===== config.mk =====
export PLATFORM = sky130hd
export DESIGN_NAME = mem_port_arbiter
export DESIGN_NICKNAME = d
export VERILOG_FILES = /design/src/rtl/mem_port_arbiter.sv
export SDC_FILE = /design/constraint.sdc
export NUM_CORES = 1
export LEC_CHECK = 0
export CAP_MARGIN = 20
export CORE_MARGIN = 4
export CORE_UTILIZATION = 38
export CTS_BUF_LIST = sky130_fd_sc_hd__clkbuf_4 sky130_fd_sc_hd__clkbuf_8 sky130_fd_sc_hd__clkbuf_16
export DETAILED_ROUTE_END_ITERATION = 12
export HOLD_SLACK_MARGIN = 0.06
export PLACE_DENSITY_LB_ADDON = 0.08
export SLEW_MARGIN = 20
export SYNTH_ARGS = -nofsm -noshare
export SYNTH_HDL_FRONTEND = slang
export SYNTH_SLANG_ARGS = --single-unit

===== constraint.sdc =====
create_clock -name clk -period 1.6 [get_ports clk]
set_clock_uncertainty 0.05 [all_clocks]
set_input_delay 0.32 -clock clk [delete_from_list [all_inputs] [get_ports clk]]
set_output_delay 0.32 -clock clk [all_outputs]
set_load 0.01 [all_outputs]

===== src/rtl/mem_port_arbiter.sv =====
// Arbitrates the single-ported unified memory between instruction fetch and load/store.
// One access every three cycles: IDLE (arbitrate/latch), ACCESS (drive memory), RESP (respond).
module mem_port_arbiter #(
    parameter int unsigned STARVE_LIMIT = 3,
    parameter int unsigned AW           = 8
) (
    input  logic          clk,
    input  logic          rst,
    input  logic          if_req,
    input  logic [AW-1:0] if_addr,
    output logic          if_gnt,
    output logic          if_rvalid,
    output logic [31:0]   if_rdata,
    input  logic          d_req,
    input  logic          d_we,
    input  logic [1:0]    d_size,
    input  logic          d_signed,
    input  logic [AW-1:0] d_addr,
    input  logic [31:0]   d_wdata,
    output logic          d_gnt,
    output logic          d_done,
    output logic          d_err,
    output logic [31:0]   d_rdata,
    output logic          mem_ifetch,
    output logic          mem_read,
    output logic          mem_write,
    output logic [1:0]    mem_size,
    output logic          mem_signed,
    output logic [AW-1:0] mem_addr,
    output logic [31:0]   mem_wdata,
    input  logic [31:0]   mem_rdata,
    output logic          busy
);

    typedef enum logic [1:0] {IDLE, ACCESS, RESP} state_t;

    localparam logic [3:0] LIMIT = 4'(STARVE_LIMIT);

    state_t        state, state_nxt;
    logic [3:0]    streak;
    logic          own_d;
    logic          lat_we;
    logic          lat_signed;
    logic          lat_err;
    logic [1:0]    lat_size;
    logic [AW-1:0] lat_addr;
    logic [31:0]   lat_wdata;
    logic          any_req;
    logic          pick_if;

    function automatic logic misaligned(input logic [1:0] size, input logic [1:0] a);
        case (size)
            2'b00:   return a != 2'b00;
            2'b01:   return a[0];
            2'b10:   return 1'b0;
            default: return 1'b1;
        endcase
    endfunction

    assign any_req = if_req | d_req;
    // D has priority unless fetch has been waiting through a full streak.
    assign pick_if = if_req && (!d_req || streak == LIMIT);

    always_ff @(posedge clk) begin
        if (rst) state <= IDLE;
        else     state <= state_nxt;
    end

    always_comb begin
        state_nxt = state;
        case (state)
            IDLE:    if (any_req) state_nxt = ACCESS;
            ACCESS:  state_nxt = RESP;
            RESP:    state_nxt = IDLE;
            default: state_nxt = IDLE;
        endcase
    end

    always_comb begin
        mem_ifetch = 1'b0;
        mem_read   = 1'b0;
        mem_write  = 1'b0;
        mem_size   = '0;
        mem_signed = 1'b0;
        mem_addr   = '0;
        mem_wdata  = '0;
        busy       = state != IDLE;
        if (state == ACCESS && !rst) begin
            mem_ifetch = !own_d;
            mem_read   = own_d && !lat_we && !lat_err;
            mem_write  = own_d &&  lat_we && !lat_err;
            mem_size   = lat_size;
            mem_signed = lat_signed;
            mem_addr   = lat_addr;
            mem_wdata  = lat_wdata;
        end
    end

    always_ff @(posedge clk) begin
        if (rst) begin
            streak     <= '0;
            own_d      <= 1'b0;
            lat_we     <= 1'b0;
            lat_signed <= 1'b0;
            lat_err    <= 1'b0;
            lat_size   <= '0;
            lat_addr   <= '0;
            lat_wdata  <= '0;
            if_gnt     <= 1'b0;
            if_rvalid  <= 1'b0;
            if_rdata   <= '0;
            d_gnt      <= 1'b0;
            d_done     <= 1'b0;
            d_err      <= 1'b0;
            d_rdata    <= '0;
        end else begin
            if_gnt    <= 1'b0;
            d_gnt     <= 1'b0;
            if_rvalid <= 1'b0;
            d_done    <= 1'b0;
            d_err     <= 1'b0;
            case (state)
                IDLE: if (any_req) begin
                    if (pick_if) begin
                        own_d      <= 1'b0;
                        lat_we     <= 1'b0;
                        lat_signed <= 1'b0;
                        lat_err    <= 1'b0;
                        lat_size   <= '0;
                        lat_addr   <= if_addr;
                        lat_wdata  <= '0;
                        if_gnt     <= 1'b1;
                        streak     <= '0;
                    end else begin
                        own_d      <= 1'b1;
                        lat_we     <= d_we;
                        lat_signed <= d_signed;
                        lat_err    <= misaligned(d_size, d_addr[1:0]);
                        lat_size   <= d_size;
                        lat_addr   <= d_addr;
                        lat_wdata  <= d_wdata;
                        d_gnt      <= 1'b1;
                        if (!if_req)              streak <= '0;
                        else if (streak != LIMIT) streak <= streak + 4'd1;
                    end
                end
                ACCESS: begin
                    if (own_d) begin
                        d_done  <= 1'b1;
                        d_err   <= lat_err;
                        d_rdata <= (!lat_we && !lat_err) ? mem_rdata : '0;
                    end else begin
                        if_rvalid <= 1'b1;
                        if_rdata  <= mem_rdata;
                    end
                end
                default: ;
            endcase
        end
    end

endmodule


After elaboration in Yosys (flattened, before gate mapping). Index checks and enable logic that the tools add are counted.

Register bits: 121. Input port bits: 88. Output and inout bits: 116. Word-level logic and storage cells: 77.

Add/sub/neg operators: 1. Eq/ne operators: 7. Muxes and demuxes: 24. Bitwise operators: 5. Reductions and logical operators: 24.

Operators with widths (number): 32-bit 2-to-1 mux (3); 8-bit 2-to-1 mux (2); 4-bit 2-to-1 mux (3); 1-bit 2-to-1 mux (11); 1-bit logical AND (7); 2-bit 2-to-1 mux (3); 2-bit AND reduction (3); 3-bit OR reduction (2); 1-bit logical NOT (5); 4-bit by 1-bit adder with 4-bit output, second input constant (1); 2-bit by 1-bit == test with 1-bit output, second input constant (2); 4-bit by 2-bit == test with 1-bit output, second input constant (1); 2-bit logical NOT (2); 4-bit by 2-bit != test with 1-bit output, second input constant (1); 1-bit NOT (4); 2-bit case mux with 2 select lines (1); 2-bit nonzero test (2); 3-bit by 1-bit != test with 1-bit output, second input constant (1); 1-bit case mux with 3 select lines (1); 3-bit AND reduction (1); 2-bit == test, second input constant (1); 2-bit != test, second input constant (1); 2-bit OR reduction (1); 1-bit logical OR (1); 1-bit bitwise OR (1).

Longest topological paths before layout.
Word-level depth: 5. Mapped depth: 6. Gate-level depth less buffers: 5.

Least setup slack after synthesis. No wires, ideal clock.

Path type: register -> output. Start: register own_d. End: output mem_ifetch. Data arrival time: 1.288 ns. Data required time: 1.230 ns. Slack: -0.058 ns. Cell stages (with the launch flop): 5. Path buffers: 2. Cell sequence: dfxtp_1 or3b_2 clkbuf_1 buf_2 nor2_1.

Word-level cells in the longest chain between the ends: 2.

RTL lines: from (decl) (line 41) `logic own_d;`; from (signal assigned) (line 102) `own_d <= 1'b0;`; from (signal assigned) (line 125) `own_d <= 1'b0;`; from (signal assigned) (line 135) `own_d <= 1'b1;`; 1-bit logical NOT (line 89) `mem_ifetch = !own_d;`; 1-bit 2-to-1 mux (line 88) `if (state == ACCESS && !rst) begin`; to (decl) (line 24) `output logic mem_ifetch,`.

Every way passes these cells.

Worst setup path after layout.
Start: register state[0]. End: output mem_wdata[4].

Word-level cells in the longest chain between the ends: 3.

RTL lines: from (decl) (line 39) `state_t state, state_nxt;`; from (signal assigned) (line 66) `else state <= state_nxt;`; 2-bit by 1-bit == test with 1-bit output (line 88); 1-bit logical AND (line 88); 32-bit 2-to-1 mux (line 88); to (decl) (line 30) `output logic [31:0] mem_wdata,`.

Every way passes these cells.

==> run_results.csv <==
group,metric,value,unit
logic_synthesis,yosysMostFrequentCell,"dfxtp_1",
drt,antenna_left,0,
cells_and_area,fin_util,0.660,
grt,grt_pass1_vias,4639,
drt,post_drt_wl_per_cell,16.1,µm
floorplan,die_w,118,µm
logic_synthesis,synth_top_area_share,0.531,
grt,grt_antenna_before_repair,0,
power,p_leak,3.42,nW
drt,drtPass1Iterations,4,
drt,drt_wl_total,14800,µm
setup_path,critPathMaxFanout,11,
cells_and_area,synthToLayoutAreaGrowth,67.3,%
clocking,cts_tree,"done",
outcome,violations,"setup timing",
floorplan,row_count,39,
setup_path,cp-start-kind,"register",
grt,grt_usage,0.213,
setup_path,crit_type,"register to output port",
sta,period_share,1.21,
floorplan,die_area,0.0138,mm²
grt,grt_pass1_wl,24000,µm
placed_design,gp_routability_congestion,0.789,
flow_run,drv_cap,0,
drt,drc,0,
cells_and_area,num_antenna_cells,0,
setup_path,rrSetupSlack,-90,ps
floorplan,start_util,0.395,
setup_path,cp_data_required_time,1230,ps
grt,grt_max_degree,67,
cells_and_area,nNetsFinal,849,
hold_path,hp-class,"primary input to register",
floorplan,core_area,0.0116,mm²
logic_synthesis,synth_commonest_cells,"dfxtp_1 (121), nand2_1 (115), a21oi_1 (84), and2_1 (44), nand3_1 (43)",
clocking,path_clk_slew,50,ps
sta,max_freq,0.515,GHz
floorplan,die_h,118,µm
sta,finalWorstSetupSlack,-340,ps
sta,slew-limit-headroom,0.509,
logic_synthesis,synth_seq_cells,121,
drt,vias,4590,
placed_design,dp.cells,869,
power,power_density,1110,mW/mm²
outcome,status,"finished, violations left",
setup_path,endpoint_kind,"output port",
sta,worst_slew_pin_slew,736,ps
logic_synthesis,synth_nets,624,
clocking,clk-insertion-delay-late,410,ps
grt,grt_overflow,0,
sta,drv_slew,0,
drt,first_iter_violations,278,
logic_synthesis,seq_area_frac_synth,0.531,
placed_design,dpl_worst_slack,-434,ps
sta,period_minus_slack,1940,ps
cells_and_area,layout.cells.non_filler,916,
placed_design,dp_hpwl,9900,µm
sta,rsz0062_at_grt,"true",
logic_synthesis,synth_ff_type,"dfxtp_1",
setup_path,cp_slowest_cell,"dfxtp_2",
setup_path,r2r-start,"state[0]$_SDFFE_PP0P_",
placed_design,numPortBuffers,203,
logic_synthesis,netlist_instances,535,
clocking,htree_num_levels,4,
clocking,cts_buffers,17,
logic_synthesis,yosysWarnings,0,
logic_synthesis,yosys.area.top_type,"dfxtp_1",
sta,setup_violations,75,
logic_synthesis,synth-async-reset-ratio,0,
setup_path,critPathArrivalTime,1570,ps
sta,hold_viol,0,
logic_synthesis,synth_area_per_cell,8.53,µm²
setup_path,slowest_delay,350,ps
logic_synthesis,post_synth_num_cell_types,32,
hold_path,hp-start,"rst",
drt,via_per_inst,5.01,
logic_synthesis,netlist_area,0.00457,mm²
cells_and_area,fill_cells,991,
logic_synthesis,synth_area_leaders,"dfxtp_1 (53%), nand2_1 (9.5%), a21oi_1 (9.2%)",
setup_path,cp_cell_sequence,"nor3b_4 -> buf_6 -> clkbuf_16 -> and2_1 -> buf_2",
floorplan,ios,204,
clocking,clk_path_buf_depth,2,
clocking,cts.sinks,121,
clocking,root_buffer,"clkbuf_16",
cells_and_area,drive_above_1_share,0.212,
logic_synthesis,synth_edf_count,0,
setup_path,cp-startpoint,"state[0]$_SDFFE_PP0P_",
power,irDropWorstVdd,0.000718,V
==> routing by layer <==
layer / wire [µm] / track usage / up-vias / share of wire
li1: - / - / 2269 / -
met1: 6160 / 0.248 / 2164 / 0.42
met2: 7300 / 0.355 / 137 / 0.49
met3: 1120 / 0.0894 / 20 / 0.076
met4: 201 / 0.0652 / 0 / 0.014
met5: 0 / 0 / - / 0
==> metrics by stage <==
stage | hold slack, ps | TNS, ps | power (mW) | area (µm²)
6_report | 225 | -14300 | 8.47 | 7640
5_1_grt | 224 | -21580 | 8.82 | 7640
4_1_cts | 323 | -13610 | 8.49 | 7430
3_5_place_dp | 392 | -37650 | 4.52 | 6910
3_3_place_gp | 387 | -36650 | 4.50 | 6910
2_1_floorplan | 382 | 0 | 3.86 | 4570
==> logic make-up after synthesis <==
logic type	after synthesis	synth area share
AND/OR/NAND/NOR	238	0.246
buffers and inverters	47	0.0480
flip-flops	121	0.531
adder cells (fa/ha/maj)	1	0.00274
AO/OA/AOI/OAI	128	0.172
==> final timing paths <==
path | to | cells after the start
worst max-delay path | mem_wdata[4] | 5
worst min register to register | if_rdata[23]$_SDFFE_PP0P_ | 2
worst min-delay path | state[1]$_SDFFE_PP0P_ | 3
worst max register to register | d_rdata[29]$_SDFFE_PP0P_ | 6
==> registers in the layout, indices dropped and copies added (netlist names) <==
signal and flops:
if_rvalid 1, if_gnt 1, d_rdata 32, d_err 1
lat_signed 1, if_rdata 32, state 2, lat_we 1
streak 4, lat_err 1, d_gnt 1, own_d 1
lat_wdata 32, lat_addr 8, lat_size 2, d_done 1
==> cells in the final DEF, fill, tap and decap left out, types with 4 or more instances in the layout <==
master,n
dfxtp_1,117
nor2_1,17
a21oi_1,82
buf_4,31
buf_2,32
dfxtp_2,4
clkbuf_16,19
a211oi_1,6
dlygate4sd2_1,69
a22o_1,29
and2_4,13
clkbuf_8,5
clkdlybuf4s50_1,86
buf_12,6
and2_1,31
nand3_1,43
buf_6,22
nand2_1,114
==> power by group <==
group	internal (mW)	switching, mW
Sequential	3.20	0.0949
Clock	2.70	1.28
Combinational	0.622	0.582
==> final cells by class <==
type,instances,area [µm²],area share
Inverter,3,11.3,0.00147
Tap cell,143,179,0.0234
Timing Repair Buffer,250,2330,0.305
Sequential cell,121,2430,0.318
Clock inverter,7,113,0.0147
Multi-Input combinational cell,367,2060,0.270
Clock buffer,25,517,0.0677
==> timing repair <==
| item | 4_1_cts | 5_1_grt |
|---|---|---|
| hold buffers | 0 | 0 |
| gates cloned | 3 | 2 |
| gates resized for setup | 277 | 41 |
| pin swaps | 5 | 13 |
| endpoints found under the setup margin | 158 | 117 |
| setup buffers | 5 | 7 |
==> worst max-delay path, delay by kind of cell (launching register included) <==
kind / cells / cell delay [ps]
buffers and inverters: 3 / 470
DFF: 1 / 350
and+or+nand+nor: 2 / 340
(Power assumes the default switching activity.)
